### src/rtl/serdes_rx_word_aligner_if.sv
// Lane-side bundle for the RX word aligner: control inputs, raw word in,
// aligned word and lock status out.
interface serdes_rx_word_aligner_if #(
    parameter int DATA_WIDTH = 8
);
    localparam int OFF_W = (DATA_WIDTH > 1) ? $clog2(DATA_WIDTH) : 1;

    logic                  enable;
    logic                  rx_align;
    logic [DATA_WIDTH-1:0] rx_data_in;
    logic [DATA_WIDTH-1:0] rx_data_out;
    logic                  rx_locked;
    logic                  rx_valid;
    logic [OFF_W-1:0]      rx_offset;
    logic                  rx_slip;

    modport master (
        output enable, rx_align, rx_data_in,
        input  rx_data_out, rx_locked, rx_valid, rx_offset, rx_slip
    );

    modport slave (
        input  enable, rx_align, rx_data_in,
        output rx_data_out, rx_locked, rx_valid, rx_offset, rx_slip
    );
endinterface

### src/rtl/serdes_rx_word_aligner.sv
// Finds SYNC_PATTERN at any bit offset across two consecutive raw words,
// confirms the offset, then presents bit-aligned words with lock/slip status.
//
// state     | meaning
// ST_HUNT   | searching every offset for the sync pattern
// ST_VERIFY | offset captured, counting consecutive hits at that offset
// ST_LOCKED | offset confirmed, output valid; misses counted while rx_align=1
module serdes_rx_word_aligner #(
    parameter int                    DATA_WIDTH   = 8,
    parameter logic [DATA_WIDTH-1:0] SYNC_PATTERN =
        ({(DATA_WIDTH/8){8'h55}} << 8) | DATA_WIDTH'(8'hBC),
    parameter int                    LOCK_CNT     = 4,
    parameter int                    UNLOCK_CNT   = 4
) (
    input logic                     rxclk,
    input logic                     rx_reset,
    serdes_rx_word_aligner_if.slave bus
);
    localparam int OFF_W = (DATA_WIDTH > 1) ? $clog2(DATA_WIDTH) : 1;
    localparam int WIN_W = 2 * DATA_WIDTH;

    localparam logic [1:0] ST_HUNT   = 2'd0;
    localparam logic [1:0] ST_VERIFY = 2'd1;
    localparam logic [1:0] ST_LOCKED = 2'd2;

    localparam logic [3:0] LOCK_TC   = 4'(LOCK_CNT);
    localparam logic [3:0] UNLOCK_TC = 4'(UNLOCK_CNT);

    logic [DATA_WIDTH-1:0] prev;
    logic [1:0]            state;
    logic [OFF_W-1:0]      offset;
    logic [3:0]            hit_cnt;
    logic [3:0]            miss_cnt;
    logic [DATA_WIDTH-1:0] data_q;
    logic                  locked_q;
    logic                  slip_q;

    logic [1:0]            state_nx;
    logic [OFF_W-1:0]      offset_nx;
    logic [3:0]            hit_nx;
    logic [3:0]            miss_nx;
    logic                  locked_nx;
    logic                  slip_nx;
    logic [DATA_WIDTH-1:0] data_nx;

    logic [WIN_W-1:0]      window;
    logic [DATA_WIDTH-1:0] hit_vec;
    logic                  match_any;
    logic [OFF_W-1:0]      k_hit;
    logic [DATA_WIDTH-1:0] cand;
    logic                  cand_match;
    logic [3:0]            hit_inc;
    logic [3:0]            miss_inc;

    // Newest word in the MSBs: bit 0 of prev is the oldest received bit.
    assign window = {bus.rx_data_in, prev};

    always_comb begin
        hit_vec = '0;
        for (int k = 0; k < DATA_WIDTH; k++) begin
            hit_vec[k] = (window[k +: DATA_WIDTH] == SYNC_PATTERN);
        end
    end

    // Scanning downward leaves the lowest matching offset in k_hit.
    always_comb begin
        match_any = |hit_vec;
        k_hit     = '0;
        for (int k = DATA_WIDTH - 1; k >= 0; k--) begin
            if (hit_vec[k]) begin
                k_hit = OFF_W'(k);
            end
        end
    end

    assign cand       = window[offset +: DATA_WIDTH];
    assign cand_match = (cand == SYNC_PATTERN);

    assign hit_inc  = (hit_cnt  == 4'hF) ? hit_cnt  : hit_cnt  + 4'd1;
    assign miss_inc = (miss_cnt == 4'hF) ? miss_cnt : miss_cnt + 4'd1;

    always_comb begin
        state_nx  = state;
        offset_nx = offset;
        hit_nx    = hit_cnt;
        miss_nx   = miss_cnt;
        locked_nx = locked_q;
        slip_nx   = 1'b0;
        if (!bus.enable) begin
            state_nx  = ST_HUNT;
            hit_nx    = '0;
            miss_nx   = '0;
            locked_nx = 1'b0;
        end else begin
            case (state)
                ST_HUNT: begin
                    if (bus.rx_align && match_any) begin
                        offset_nx = k_hit;
                        hit_nx    = 4'd1;
                        if (LOCK_TC == 4'd1) begin
                            state_nx  = ST_LOCKED;
                            locked_nx = 1'b1;
                        end else begin
                            state_nx = ST_VERIFY;
                        end
                    end
                end
                ST_VERIFY: begin
                    // A hit at some other offset still counts as a miss here;
                    // HUNT picks the new offset up on the following cycle.
                    if (bus.rx_align && cand_match) begin
                        hit_nx = hit_inc;
                        if (hit_inc >= LOCK_TC) begin
                            state_nx  = ST_LOCKED;
                            locked_nx = 1'b1;
                        end
                    end else begin
                        state_nx = ST_HUNT;
                        hit_nx   = '0;
                    end
                end
                ST_LOCKED: begin
                    if (bus.rx_align) begin
                        if (cand_match) begin
                            miss_nx = '0;
                        end else if (miss_inc >= UNLOCK_TC) begin
                            state_nx  = ST_HUNT;
                            locked_nx = 1'b0;
                            slip_nx   = 1'b1;
                            miss_nx   = '0;
                            hit_nx    = '0;
                        end else begin
                            miss_nx = miss_inc;
                        end
                    end
                end
                default: begin
                    state_nx  = ST_HUNT;
                    hit_nx    = '0;
                    miss_nx   = '0;
                    locked_nx = 1'b0;
                end
            endcase
        end
    end

    assign data_nx = locked_nx ? cand : '0;

    always_ff @(posedge rxclk or posedge rx_reset) begin
        if (rx_reset) begin
            prev     <= '0;
            state    <= ST_HUNT;
            offset   <= '0;
            hit_cnt  <= '0;
            miss_cnt <= '0;
            data_q   <= '0;
            locked_q <= 1'b0;
            slip_q   <= 1'b0;
        end else begin
            prev     <= bus.rx_data_in;
            state    <= state_nx;
            offset   <= offset_nx;
            hit_cnt  <= hit_nx;
            miss_cnt <= miss_nx;
            data_q   <= data_nx;
            locked_q <= locked_nx;
            slip_q   <= slip_nx;
        end
    end

    assign bus.rx_data_out = data_q;
    assign bus.rx_locked   = locked_q;
    assign bus.rx_valid    = locked_q;
    assign bus.rx_offset   = offset;
    assign bus.rx_slip     = slip_q;
endmodule

### src/flat_wrapper.sv
// flat-port wrapper written by rule: the top's interface ports become plain ports
module serdes_rx_word_aligner_flat 
#(
    parameter int                    DATA_WIDTH   = 8,
    parameter logic [DATA_WIDTH-1:0] SYNC_PATTERN =
        ({(DATA_WIDTH/8){8'h55}} << 8) | DATA_WIDTH'(8'hBC),
    parameter int                    LOCK_CNT     = 4,
    parameter int                    UNLOCK_CNT   = 4
)
  (rxclk, rx_reset, bus_enable, bus_rx_align, bus_rx_data_in, bus_rx_data_out, bus_rx_locked, bus_rx_valid, bus_rx_offset, bus_rx_slip);
  serdes_rx_word_aligner_if #(.DATA_WIDTH(DATA_WIDTH)) bus_i ();
  input logic rxclk;
  input logic rx_reset;
  input wire logic [$bits(bus_i.enable)-1:0] bus_enable;
  input wire logic [$bits(bus_i.rx_align)-1:0] bus_rx_align;
  input wire logic [$bits(bus_i.rx_data_in)-1:0] bus_rx_data_in;
  output wire logic [$bits(bus_i.rx_data_out)-1:0] bus_rx_data_out;
  output wire logic [$bits(bus_i.rx_locked)-1:0] bus_rx_locked;
  output wire logic [$bits(bus_i.rx_valid)-1:0] bus_rx_valid;
  output wire logic [$bits(bus_i.rx_offset)-1:0] bus_rx_offset;
  output wire logic [$bits(bus_i.rx_slip)-1:0] bus_rx_slip;
  assign bus_i.enable = bus_enable;
  assign bus_i.rx_align = bus_rx_align;
  assign bus_i.rx_data_in = bus_rx_data_in;
  assign bus_rx_data_out = bus_i.rx_data_out;
  assign bus_rx_locked = bus_i.rx_locked;
  assign bus_rx_valid = bus_i.rx_valid;
  assign bus_rx_offset = bus_i.rx_offset;
  assign bus_rx_slip = bus_i.rx_slip;
  serdes_rx_word_aligner #(.DATA_WIDTH(DATA_WIDTH), .SYNC_PATTERN(SYNC_PATTERN), .LOCK_CNT(LOCK_CNT), .UNLOCK_CNT(UNLOCK_CNT)) u_core (.rxclk(rxclk), .rx_reset(rx_reset), .bus(bus_i));
endmodule
### config.mk
export PLATFORM = sky130hd
export DESIGN_NAME = serdes_rx_word_aligner_flat
export DESIGN_NICKNAME = d
export VERILOG_FILES = /design/src/rtl/serdes_rx_word_aligner_if.sv /design/src/rtl/serdes_rx_word_aligner.sv /design/src/flat_wrapper.sv
export SDC_FILE = /design/constraint.sdc
export NUM_CORES = 1
export LEC_CHECK = 0
export BUFFER_PORTS_ARGS = -buffer_cell sky130_fd_sc_hd__buf_4
export CORE_ASPECT_RATIO = 0.8
export CORE_MARGIN = 8
export CORE_UTILIZATION = 58
export CTS_CLUSTER_SIZE = 10
export DETAILED_ROUTE_END_ITERATION = 16
export PLACE_DENSITY = 0.91
export SLEW_MARGIN = 20
export SYNTH_ARGS = -nofsm -noshare
export SYNTH_HDL_FRONTEND = slang
export SYNTH_SLANG_ARGS = --single-unit
export TNS_END_PERCENT = 10
### constraint.sdc
create_clock -name rxclk -period 2.65 [get_ports rxclk]
set_input_delay 0.53 -clock rxclk [delete_from_list [all_inputs] [get_ports rxclk]]
set_output_delay 0.53 -clock rxclk [all_outputs]
set_load 0.05 [all_outputs]
[After elaboration in Yosys (flattened, before gate mapping)]
Cells that the tools add are included.
Storage, ports and cells
  flip-flop bits (word level): 31
  latch bits: 0
  RAM bits: 0
  memory bits (read-only): 0
  input port bits: 12
  output and inout port bits: 14
  memories: 0
Operators by class
  add/subtract/negate cells: 2
  $mul: 0
  div/mod/pow operators: 0
  magnitude comparators: 2
  eq/ne operators: 19
  shift operators: 1
  muxes and demuxes: 43
  bitwise logic cells: 0
  reduce and logical (&&, ||, !) cells: 9
Operators with widths (number)
  8-bit == test (second input constant): 9
  4-bit two-way mux: 12
  3-bit two-way mux: 8
  16-bit by 4-bit variable part select with 8-bit output: 1
  2-bit two-way mux: 7
  4-bit one-hot mux with 3 select lines: 1
  1-bit two-way mux: 11
  4-bit by 1-bit adder with 4-bit output (second input constant): 2
  4-bit == test (second input constant): 2
  4-bit by 3-bit greater-or-equal comparator with 1-bit output (second input constant): 2
  8-bit two-way mux: 1
  4-bit one-hot mux with 2 select lines: 1
  8-bit OR reduction: 1
  3-bit by 2-bit inequality test with 1-bit output (second input constant): 2
  3-bit inequality test (second input constant): 2
  2-bit one-hot mux with 3 select lines: 1
  5-bit AND reduction: 1
  4-bit inequality test (second input constant): 1
  4-bit AND reduction: 1
  1-bit one-hot mux with 3 select lines: 1
  3-bit AND reduction: 1
  2-bit by 1-bit == test with 1-bit output (second input constant): 1
  2-bit == test (second input constant): 1
  1-bit logical AND: 2
  4 further kinds: 4

[Longest topological paths before layout]
  depth in word-level cells: 9
  gate-level depth with buffers: 8
  mapped depth without buffers: 6

[Worst setup path before layout]
No wires, ideal clock.
  kind: reg2reg
  from: reg u_core.offset[0], in the netlist u_core.bus.rx_offset[0]
  to: reg u_core.data_q[1], in the netlist u_core.bus.rx_data_out[1]
  setup time: 87 ps
  data arrival time: 2603 ps
  slack: -41 ps
  cell stages (with the launch flop): 8
  buffers on the path: 1
  clock period less this slack: 2691 ps
  cells stage by stage: dfrtp_1 buf_6 mux4_2 nand2_1 or3b_4 nor4_4 o21ai_2 a211oi_2
On the way
  longest elaborated chain between the ends: 7
Ends and longest elaborated chain
  from (decl): RTL line serdes_rx_word_aligner.sv:31  | logic [OFF_W-1:0] offset;
  from (signal assigned): RTL line serdes_rx_word_aligner.sv:162  | offset <= offset_nx;
  16-bit by 4-bit variable part select with 8-bit output (*): RTL line serdes_rx_word_aligner.sv:76  | assign cand = window[offset +: DATA_WIDTH];
  8-bit == test: RTL line serdes_rx_word_aligner.sv:77  | assign cand_match = (cand == SYNC_PATTERN);
  1-bit two-way mux or 1-bit logical AND (tied branches): RTL line serdes_rx_word_aligner.sv:124, serdes_rx_word_aligner.sv:111
  1-bit two-way mux, on equally long branches: RTL line serdes_rx_word_aligner.sv:123, serdes_rx_word_aligner.sv:111
  1-bit one-hot mux with 3 select lines: RTL line serdes_rx_word_aligner.sv:95  | case (state)
  1-bit two-way mux: RTL line serdes_rx_word_aligner.sv:89  | if (!bus.enable) begin
  8-bit two-way mux (*): RTL line serdes_rx_word_aligner.sv:147  | assign data_nx = locked_nx ? cand : '0;
  via u_core.data_nx[1]: RTL line serdes_rx_word_aligner.sv:44  | logic [DATA_WIDTH-1:0] data_nx;
  to (signal assigned): RTL line serdes_rx_word_aligner.sv:165  | data_q <= data_nx;
  to (decl): RTL line serdes_rx_word_aligner.sv:34  | logic [DATA_WIDTH-1:0] data_q;
The timed path passes the listed nets; every way through them passes the cells marked *.
A chain may end at the register's enable or synchronous reset.

[Worst setup path after layout]
  from: reg u_core.offset[0], in the netlist u_core.bus.rx_offset[0]
  to: reg u_core.hit_cnt[2]
On the way
  longest elaborated chain between the ends: 6
Ends and longest elaborated chain
  16-bit by 4-bit variable part select with 8-bit output (*): RTL line serdes_rx_word_aligner.sv:76
  8-bit == test (*): RTL line serdes_rx_word_aligner.sv:77
  1-bit logical AND: RTL line serdes_rx_word_aligner.sv:111  | if (bus.rx_align && cand_match) begin
  4-bit two-way mux: RTL line serdes_rx_word_aligner.sv:111
  4-bit one-hot mux with 3 select lines: RTL line serdes_rx_word_aligner.sv:95
  4-bit two-way mux: RTL line serdes_rx_word_aligner.sv:89
  to (signal assigned): RTL line serdes_rx_word_aligner.sv:163  | hit_cnt <= hit_nx;
  to (decl): RTL line serdes_rx_word_aligner.sv:32  | logic [3:0] hit_cnt;
Mark *: on every way between the ends. The rest lies on a longest branch, timed or not.

==> out/summary.txt <==
run status - complete, no violations
largest net degree at the start of global routing - 32
Worst Slack Setup Final - 0.05484 ns
FMAX - 385.3 MHz
sequential share of power - 42.7%
Switching Share - 29.07%
row cnt - 19
top-area cell type share of the netlist area - 37.42%
max cap viols - 0
H-tree Lvls - 2
Final Cycle Share - 97.93%
RSZ-0062 raised after global routing - yes
initial antenna violation count - 0
VDD IR max - 0.4075 mV
Pint - 848.8 uW
Worst Setup Start Kind - register
Clock transition at path regs - 0.07 ns
top cells by area, synth - dfrtp_1, mux2i_1, mux4_2
Root Buffer Master - clkbuf_8
Final Skew - 0.005747 ns
sw power - 347.9 uW
Cell Chain, Critical Path - mux4_2 -> nand2_1 -> or3b_4 -> nor4_4 -> buf_4 -> o211a_1 -> a211oi_1
first drt pass iteration count - 5
Unique masters post-synth - 51
Bufs and invs on worst path - 1
syn_area_per_cell - 9.873 um2
pre-CTS setup slack - -0.07056 ns
port bufs - 25
DR vias - 1929
vias in the first global route - 1750
DP Cell Count - 280
Main synth FF type - dfrtp_1
CP max-delay cell - nor4_4
Crit. End Element - register
Tot Pwr - 1.197 mW
Req. time, crit path - 2.80 ns
fin util - 73.72%
first-pass GRT wire length - 8459 um
synth warn - 0
HPWL after DPL - 3796 um
Post-Layout Cell Count - 292
GPL Wtd Cong - 0.9314
initial DRC count - 239
Setup CP Type - register to register
die height - 69.48 um
syn nets - 224
hold_buf cts - 0
critical-path maximum fanout - 10
clock latency on the worst-skew pair - 0.28 ns
Routed Antenna Nets - 0
final slew viol count - 0
asr flop ratio synth - 100.0%
Clock Path Buffers - 2
CTS tree - built
Clk pwr share - 33.8%
vias per cell - 6.606
drt total wl - 5352 um
Ports - 26
Min Hold Slack - 0.3262 ns
combinational share of power - 23.5%
clk sinks - 31
PD cells - 474.2 nW/um2
area grow syn2layout - 21.73%
Synth top cells by count - dfrtp_1, nand2_1, mux2i_1
final hold violation count - 0
die area - 5756 um2
Syn Std Cell Area - 2073 um2
slew margin rel. - 65.03%
diode count - 0
Synth Register Bits - 31
Period minus WS final - 2.595 ns
Die Wd - 82.85 um
Largest delay share family, worst path - simple AND/OR/NAND/NOR gates
most common cell in the netlist - dfrtp_1
CP peak stage delay - 0.52 ns
Filler cells - 238
total gr overflow - 0
Worst-Margin Slew - 0.5222 ns
fin nets - 263
Mapped Cells - 210
Initial Util - 60.56%
critical path arrival - 2.74 ns
Hold WC Path Type - input pin to asynchronous set/reset pin
Post-synth EDFFs - 0
GRT Overall Usage - 17.53%
layout cells sized above 1 - 27.20%
core area - 3423 um2
TritonCTS Buffers - 5
Pleak - 1.092 nW
Synth area leader - dfrtp_1
Seq/Total Area, Yosys - 37.42%
WL per Instance - 18.33 um
drc violations - 0
Finish-stage setup viols - 0
-- area by class of cell --
class | count | area [um2] | share of cell area, %
inverter | 9 | 33.78 | 1.339
sequential | 31 | 780.7 | 30.94
clock buffer | 8 | 100.1 | 3.966
multi-input combinational | 159 | 1221 | 48.39
timing repair buffer | 43 | 335.3 | 13.29
tap | 42 | 52.55 | 2.082
-- power groups by stage --
stage / combinational [mW] / sequential (mW) / clock [mW]
after floorplan: 0.191 / 0.518 / 0
after global placement: 0.262 / 0.517 / 0
after detailed placement: 0.268 / 0.518 / 0
after CTS: 0.270 / 0.510 / 0.413
after global routing: 0.302 / 0.511 / 0.434
final: 0.281 / 0.511 / 0.405
-- state kept, by name, summed over array words and instances, names as in the netlist --
| register | cells |
|---|---|
| u_core.prev | 8 |
| u_core.bus.rx_slip | 1 |
| u_core.miss_cnt | 4 |
| u_core.bus.rx_data_out | 8 |
| u_core.hit_cnt | 4 |
| u_core.state | 2 |
| u_core.bus.rx_offset | 3 |
| u_core.bus.rx_locked | 1 |
-- stage by stage --
step / setup TNS [ns] / cell area, um2
after CTS: 0 / 2459
after global placement: 0 / 2356
final: 0 / 2524
after detailed placement: -0.1785 / 2356
after global routing: -0.007968 / 2524
after floorplan: 0 / 2076
-- cell families after synthesis --
| kind of cell | synth area share, % |
|---|---|
| flip-flops | 37.42 |
| AO/OA/AOI/OAI | 15.57 |
| adder cells (fa/ha/maj) | 1.207 |
| buffers and inverters | 4.767 |
| multiplexers | 12.73 |
| AND/OR/NAND/NOR | 28.31 |
-- tightest hold or removal path, cell delays in order --
cell   delay, ns
buf_4       0.10
inv_1       0.04
buf_4       0.34
-- worst paths after layout --
kind / cells after the start / slack [ns] / from / endpoint
min in group rxclk: 1 / 0.36 / bus_rx_data_in[7] / u_core.prev[7]$_DFF_PP0_
hold reg to reg: 1 / 0.54 / u_core.miss_cnt[2]$_DFFE_PP0P_ / u_core.miss_cnt[2]$_DFFE_PP0P_
max in group asynchronous: 3 / 2.01 / rx_reset / u_core.bus.rx_offset[1]$_DFFE_PP0P_
setup / recovery: 7 / 0.05 / u_core.bus.rx_offset[0]$_DFFE_PP0P_ / u_core.hit_cnt[2]$_DFFE_PP0P_
setup reg to reg: 7 / 0.05 / u_core.bus.rx_offset[0]$_DFFE_PP0P_ / u_core.hit_cnt[2]$_DFFE_PP0P_
hold / removal: 3 / 0.33 / rx_reset / u_core.bus.rx_data_out[0]$_DFF_PP0_
-- metal layers --
metal / part of all wire (%) / wire [um] / vias up / GRT usage (%)
met3: 9.2 / 492 / 9 / 4.343
met5: 0 / 0 / - / 0
met2: 47 / 2508 / 114 / 26.72
li1: - / - / 876 / -
met4: 1.3 / 72 / 0 / 6.615
met1: 43 / 2279 / 930 / 23.22
-- cells in the final DEF, fill, tap and decap left out, types with 4 or more instances in the layout --
cell	synthesis	final
dfrtp_1	31	29
nor3_1	10	10
nand3_1	4	4
o211a_1	4	4
nor2_1	13	13
a21oi_1	7	7
clkbuf_8	0	7
nand2_1	21	21
a211oi_1	5	5
buf_4	3	42
and3_1	4	4
nor4bb_1	9	9
o21ai_0	8	8
mux2i_1	14	13
inv_1	8	8
mux4_2	5	5
nor2b_1	5	5
-- what timing repair did --
action                     CTS  global route
setup buffers                0             4
gates resized for setup      1             3
setup endpoints to repair    1            13
pin swaps                    0             2
(Power assumes the default switching activity.)
